$ cat src/rtl/branch_cmp_ctrl.sv
// ID-stage branch comparator controller: operand forwarding selects, load/ALU hazard stalls,
// beq/bne resolution, stall watchdog and branch statistics.
module branch_cmp_ctrl #(
  parameter int unsigned DELAY_SLOT = 1,
  parameter int unsigned MAX_STALL  = 4,
  parameter int unsigned CNT_W      = 16
) (
  input  logic             clk,
  input  logic             reset,
  input  logic             id_br,
  input  logic             id_bne,
  input  logic [4:0]       id_rs,
  input  logic [4:0]       id_rt,
  input  logic             ex_we,
  input  logic [4:0]       ex_wa,
  input  logic             mem_we,
  input  logic [4:0]       mem_wa,
  input  logic             mem_load,
  input  logic             w_we,
  input  logic [4:0]       w_wa,
  input  logic             equal,
  output logic [1:0]       sel_a1,
  output logic [1:0]       sel_a2,
  output logic             stall,
  output logic             br_taken,
  output logic             flush_if,
  output logic             err,
  output logic [CNT_W-1:0] br_cnt,
  output logic [CNT_W-1:0] taken_cnt
);

  localparam int unsigned CtrW = $clog2(MAX_STALL + 2);
  localparam logic [CtrW-1:0] CtrMax = CtrW'(MAX_STALL);

  typedef enum logic {StIdle, StWait} state_t;

  state_t          state_q;
  logic [CtrW-1:0] stall_ctr_q;
  logic [CtrW-1:0] stall_ctr_nxt;
  logic            haz_rs, haz_rt;
  logic [1:0]      fwd_rs, fwd_rt;
  logic            resolve;

  // Returns {hazard, select} for one comparator operand.
  function automatic logic [2:0] fwd(input logic [4:0] r,
                                     input logic ex_we_f, input logic [4:0] ex_wa_f,
                                     input logic mem_we_f, input logic [4:0] mem_wa_f,
                                     input logic mem_load_f,
                                     input logic w_we_f, input logic [4:0] w_wa_f);
    logic [2:0] res;
    res = 3'b000;
    if (r == 5'd0) begin
      res = 3'b000;
    end else if (ex_we_f && (ex_wa_f == r)) begin
      res = 3'b100;
    end else if (mem_we_f && (mem_wa_f == r)) begin
      res = mem_load_f ? 3'b100 : 3'b001;
    end else if (w_we_f && (w_wa_f == r)) begin
      res = 3'b010;
    end
    return res;
  endfunction

  always_comb begin
    {haz_rs, fwd_rs} = fwd(id_rs, ex_we, ex_wa, mem_we, mem_wa, mem_load, w_we, w_wa);
    {haz_rt, fwd_rt} = fwd(id_rt, ex_we, ex_wa, mem_we, mem_wa, mem_load, w_we, w_wa);
    stall    = id_br & (haz_rs | haz_rt);
    sel_a1   = (id_br & ~haz_rs) ? fwd_rs : 2'd0;
    sel_a2   = (id_br & ~haz_rt) ? fwd_rt : 2'd0;
    resolve  = id_br & ~stall;
    br_taken = resolve & (id_bne ? ~equal : equal);
    flush_if = br_taken & (DELAY_SLOT == 0);
  end

  // Stall run length as it would be after this edge if the branch keeps stalling.
  always_comb begin
    stall_ctr_nxt = CtrW'(1);
    if (state_q == StWait) begin
      stall_ctr_nxt = (stall_ctr_q >= CtrMax) ? stall_ctr_q : stall_ctr_q + CtrW'(1);
    end
  end

  always_ff @(posedge clk or negedge reset) begin
    if (!reset) begin
      state_q     <= StIdle;
      stall_ctr_q <= '0;
      err         <= 1'b0;
      br_cnt      <= '0;
      taken_cnt   <= '0;
    end else begin
      unique case (state_q)
        StIdle: begin
          if (id_br && stall) begin
            state_q     <= StWait;
            stall_ctr_q <= stall_ctr_nxt;
          end
        end
        StWait: begin
          if (id_br && stall) begin
            stall_ctr_q <= stall_ctr_nxt;
          end else begin
            state_q     <= StIdle;
            stall_ctr_q <= '0;
          end
        end
        default: begin
          state_q     <= StIdle;
          stall_ctr_q <= '0;
        end
      endcase
      if (id_br && stall && (stall_ctr_nxt >= CtrMax)) begin
        err <= 1'b1;
      end
      if (resolve) begin
        br_cnt <= br_cnt + CNT_W'(1);
        if (br_taken) begin
          taken_cnt <= taken_cnt + CNT_W'(1);
        end
      end
    end
  end

endmodule
$ cat config.mk
export PLATFORM = sky130hd
export DESIGN_NAME = branch_cmp_ctrl
export DESIGN_NICKNAME = d
export VERILOG_FILES = /design/src/rtl/branch_cmp_ctrl.sv
export SDC_FILE = /design/constraint.sdc
export NUM_CORES = 1
export LEC_CHECK = 0
export CAP_MARGIN = 20
export CORE_MARGIN = 1
export CORE_UTILIZATION = 43
export CTS_BUF_LIST = sky130_fd_sc_hd__clkbuf_8
export DETAILED_ROUTE_END_ITERATION = 8
export PLACE_DENSITY = 0.78
export SYNTH_ARGS = -nofsm -noshare
export SYNTH_HDL_FRONTEND = slang
export SYNTH_SLANG_ARGS = --single-unit
$ cat constraint.sdc
create_clock -name clk -period 2 [get_ports clk]
set_input_delay 0.4 -clock clk [delete_from_list [all_inputs] [get_ports clk]]
set_output_delay 0.4 -clock clk [all_outputs]
set_load 0.02 [all_outputs]
## After elaboration in Yosys (flattened, before gate mapping)

Cells that the tools add are included.

- Word-level logic and storage cells: 57
- Output and inout bits: 40
- Input port bits: 34
- Bits in registers: 37

- Equality and inequality tests: 7
- Bitwise gates (word level): 11
- Reduce and logical (&&, ||, !) cells: 11
- Magnitude comparators: 2
- Add/subtract/negate cells: 3
- Multiplexer cells: 18

Operator list:

| operator | number |
|---|---|
| 3-bit 2-to-1 mux | 11 |
| 16-bit by 1-bit adder with 16-bit output (second input constant) | 2 |
| 5-bit equality test | 6 |
| 5-bit logical NOT | 2 |
| 1-bit logical AND | 8 |
| 2-bit 2-to-1 mux | 4 |
| 3-bit greater-or-equal comparator (second input constant) | 2 |
| 3-bit case mux with 2 select lines | 1 |
| 1-bit bitwise AND | 5 |
| 1-bit NOT | 5 |
| 3-bit by 1-bit adder with 3-bit output (second input constant) | 1 |
| 1-bit 2-to-1 mux | 2 |
| 2-bit inequality test (second input constant) | 1 |
| 2-bit AND reduction | 1 |
| 1-bit bitwise OR | 1 |

## Logic depth before layout (Yosys ltp)

- Depth in word-level cells: 12
- Gate-level depth with buffers: 9
- Gate-level depth less buffers: 7

## Least setup slack after synthesis

No wires, ideal clock.

- Path type: input port to flip-flop
- From: input port id_rs[1]
- To: register taken_cnt[1]
- Library setup time: 0.125 ns
- Data arrival time: 2.060 ns
- Buffers on the path: 1
- Path slack: -0.185 ns
- Stages on the path: 7
- Required time: 1.875 ns
- Cell sequence: or4_4 -> nor2_2 -> a21oi_1 -> or2_1 -> buf_6 -> nor2_2 -> mux2_2

- Cells in the longest elaborated chain, start to end: 11
- Elaborated cells between the ends (all ways): 14
- Those cells by class: eq/ne: 2; mux: 3; bitwise: 5; reduce/logical: 4

Ends and longest elaborated chain:

| item | line | text |
|---|---|---|
| from (decl) | 12 | `input logic [4:0] id_rs,` |
| 5-bit equality test | 56 | `end else if (mem_we_f && (mem_wa_f == r)) begin` |
| 1-bit logical AND | 56 |  |
| 3-bit 2-to-1 mux | 56 |  |
| 3-bit 2-to-1 mux | 54 | `end else if (ex_we_f && (ex_wa_f == r)) begin` |
| 3-bit 2-to-1 mux (*) | 52 | `if (r == 5'd0) begin` |
| 1-bit bitwise OR (*) | 67 | `stall = id_br & (haz_rs \| haz_rt);` |
| 1-bit bitwise AND (*) | 67 |  |
| 1-bit NOT (*) | 70 | `resolve = id_br & ~stall;` |
| 1-bit bitwise AND (*) | 70 |  |
| 1-bit bitwise AND (*) | 71 | `br_taken = resolve & (id_bne ? ~equal : equal);` |
| via br_taken | 25 | `output logic br_taken,` |
| 2-bit AND reduction (no source line) (*) | - |  |
| to (signal assigned) | 117 | `taken_cnt <= taken_cnt + CNT_W'(1);` |
| to (decl) | 29 | `output logic [CNT_W-1:0] taken_cnt` |

Mark *: on every way through the listed nets, which the timed path passes. The rest lies on a longest branch.
A chain may end at the register's enable or synchronous reset.

## Worst setup path in the final report

- From: input port id_rs[1]
- To: output port stall

- Cells in the longest elaborated chain, start to end: 7
- Elaborated cells between the ends (all ways): 10
- Those cells by class: eq/ne: 2; mux: 3; bitwise: 2; reduce/logical: 3

Ends and longest elaborated chain:

| item | line | text |
|---|---|---|
| 5-bit equality test | 56 |  |
| 1-bit logical AND | 56 |  |
| 3-bit 2-to-1 mux | 56 |  |
| 3-bit 2-to-1 mux | 54 |  |
| 3-bit 2-to-1 mux (*) | 52 |  |
| 1-bit bitwise OR (*) | 67 |  |
| 1-bit bitwise AND (*) | 67 |  |
| to (decl) | 24 | `output logic stall,` |

Every way passes the cells marked *; elsewhere a longest branch is shown, timed or not.

==> impl_metrics.json <==
{
  "run_status": "finished with violations",
  "violations": "setup timing",
  "drt_first_iter_violations": 95,
  "crit_required_ps": 1600,
  "pwr-share-clk": 0.186,
  "ff_latch_area_um2": 925.9,
  "final_layout_size_suffix_gt1_frac": 0.3392,
  "synth-seq-cells": 37,
  "p_sw_frac": 0.3607,
  "initial_core_util": 0.4579,
  "ys_seq_area_frac": 0.4197,
  "die_area_mm2": 0.005421,
  "fin_area_mm2": 0.003571,
  "dp_hpwl_um": 4182,
  "power_mw": 2.590,
  "crit_chain": "buf_8 > buf_6 > xnor2_2 > nand4_1 > or3_4 > a21oi_4 > o21a_2 > buf_6",
  "io_pins": 74,
  "synth_top_cell_area_share": 0.4197,
  "arrival_ps": 1850,
  "yosysMostFrequentCell": "xor2_1",
  "utilization": 0.7413,
  "postSynthAreaPerCell_um2": 9.892,
  "cts_buffers": 5,
  "clock-sinks": 37,
  "grt_pass1_wl_um": 8921,
  "placementRows": 25,
  "routed_via_density": 5.061,
  "grt_usage": 0.2196,
  "worstSkewPairLatency_ps": 290,
  "nFillCells": 348,
  "dr.pass1.iters": 4,
  "die_h_um": 73.63,
  "dp_slack_ps": -1131,
  "seqPwrFrac": 0.422,
  "htree_levels": 2,
  "fin_hold_ws_ps": 472.0,
  "final_antenna_net_count": 0,
  "routabilityCongestion": 0.8106,
  "ys_types": 32,
  "grt_antenna_before_repair": 0,
  "crit_path_max_incr_delay_ps": 440,
  "crit_path_start_kind": "input pin",
  "cts-hold-fix-buffers": 0,
  "ys_warn_count": 0,
  "power.internal_mw": 1.656,
  "wl_per_cell_um": 15.08,
  "synth_common_cells": "xor2_1 (39), dfrtp_1 (37), xnor2_1 (22), nor3_1 (20), nand2_1 (17)",
  "port_buffers": 72,
  "period_needed_ps": 2247,
  "endpoint_kind": "primary output",
  "period_share": 1.124,
  "dieWidth_um": 73.63,
  "postSynthNetCount": 261,
  "routed-via-count": 2070,
  "finClkSkew_ps": 6.344,
  "rsz0062_at_grt": "true",
  "crit_path_top_delay_cell": "or3_4",
  "vdd_drop_max_v": 0.0004895,
  "grt_start_max_net_pins": 38,
  "hold_viol": 0,
  "powerDensity_mw_per_mm2": 725.4,
  "maxCapViolCount": 0,
  "clock.fmax_mhz": 445.0,
  "cts_root_buffer": "clkbuf_8",
  "area_delta_synth_final_pct": 61.88,
  "synth_edf_count": 0,
  "antenna_cells": 0,
  "clock_path_buffers": 2,
  "synthesis.area_mm2": 0.002206,
  "path_clk_slew_ps": 60,
  "setup-violations-final": 36,
  "placed_area_mm2": 0.003229,
  "finalWorstSetupSlack_ps": -247.2,
  "yosys-top-cells-area": "dfrtp_1 (42%), xor2_1 (15%), xnor2_1 (8.7%), nor3_1 (4.5%), nand4_1 (3.1%)",
  "grt_pass1_vias": 1961,
  "yosys.area.top_type": "dfrtp_1",
  "min_path_type": "reg -> reg",
  "r2r_cells": 7,
  "gr-total-overflow": 0,
  "final-max-slew-violation-count": 0,
  "nets": 381,
  "drc_errors": 0,
  "synth_ff_type": "dfrtp_1",
  "p_switching_mw": 0.9344,
  "whs_path_depth": 1,
  "multiInputGateArea_mm2": 0.001405,
  "leakage_nw": 1.665,
  "crit_path_max_fanout": 3,
  "wl_um": 6169,
  "cts_tree": "built",
  "power_frac_comb": 0.392,
  "cpMostUsedCell": "buf_6",
  "async_flop_share": 1.000,
  "syn_inst": 223,
  "core-area_mm2": 0.004817,
  "worstSetupPathType": "in -> out"
}
[path summary, 6_finish.rpt]
check / end / startpoint / slack, ps
min reg2reg: taken_cnt[15] / taken_cnt[15] / 470
max: stall / id_rs[1] / -250
min in group asynchronous: taken_cnt[1] / reset / 550
max reg2reg: br_cnt[15] / br_cnt[3] / 210
max in group asynchronous: stall_ctr_q[2] / reset / 1130
min: taken_cnt[15] / taken_cnt[15] / 470
[kinds of logic (layout without fill, tap and decap cells)]
family | count (synthesis) | count (layout) | share of synthesized area
flops | 37 | 37 | 0.4197
xor+xnor | 61 | 61 | 0.2422
other cells | 1 | 1 | 0.001700
fa+ha+maj | 4 | 4 | 0.02269
mux | 2 | 2 | 0.01021
compound gates | 11 | 11 | 0.02893
buf+inv | 15 | 134 | 0.03744
simple gates | 92 | 92 | 0.2371
[through the flow]
step / TNS [ps] / instances
final: -3298 / 409
after global routing: -6160 / 409
after CTS: -2666 / 405
after detailed placement: -29700 / 391
after global placement: -28620 / 391
after floorplan: -128.4 / 223
[layout make-up]
class	count	area share
multi-input combinational	171	0.3935
timing repair buffer	119	0.2936
sequential	37	0.2593
tap	67	0.02348
clock buffer	5	0.01927
inverter	9	0.009460
clock inverter	1	0.001402
[placed cells by master (no fill, tap or decap), drive strengths merged, types with 7 or more instances in the layout]
cell type / Yosys / layout
nor3: 20 / 20
inv: 9 / 9
buf: 4 / 69
nand4: 11 / 11
clkdlybuf4s50: 0 / 38
nand3: 10 / 10
and3: 8 / 8
nor2: 8 / 8
clkbuf: 2 / 9
nor4: 7 / 7
dfrtp: 37 / 37
nand2: 17 / 17
xnor2: 22 / 22
xor2: 39 / 39
[power by group through the flow]
stage	registers (mW)	logic [mW]	clock network (mW)
floorplan	1.22	0.316	0
global route	1.12	1.08	0.520
finish	1.09	1.01	0.481
global placement	1.09	0.931	0
detailed placement	1.10	0.953	0
CTS	1.09	0.964	0.489
[per-layer routing]
layer / part of all wire / track usage / up-vias
met5: 0 / 0 / -
met2: 0.49 / 0.3609 / 81
met4: 0.031 / 0.1004 / 0
met3: 0.051 / 0.04801 / 19
met1: 0.43 / 0.2748 / 970
li1: - / - / 1000
[registers in the layout, summed over array words and instances (netlist names)]
signal / cells
br_cnt: 16
taken_cnt: 16
stall_ctr_q: 3
err: 1
state_q: 1
[critical path: cells and delay by family]
family / cells / cell delay, ps
AOI/OAI and AO/OA: 2 / 390
xor gates and xnor gates: 1 / 120
and+or+nand+nor: 2 / 600
buffers and inverters: 3 / 340
[timing repair]
item                                   in CTS  in global routing
endpoints found under the hold margin       0                  0
setup endpoints to repair                  43                 37
setup buffers                               8                  8
pin swaps                                  30                 25
resized for setup                         133                 57
Power figures use the tool's default switching activity.
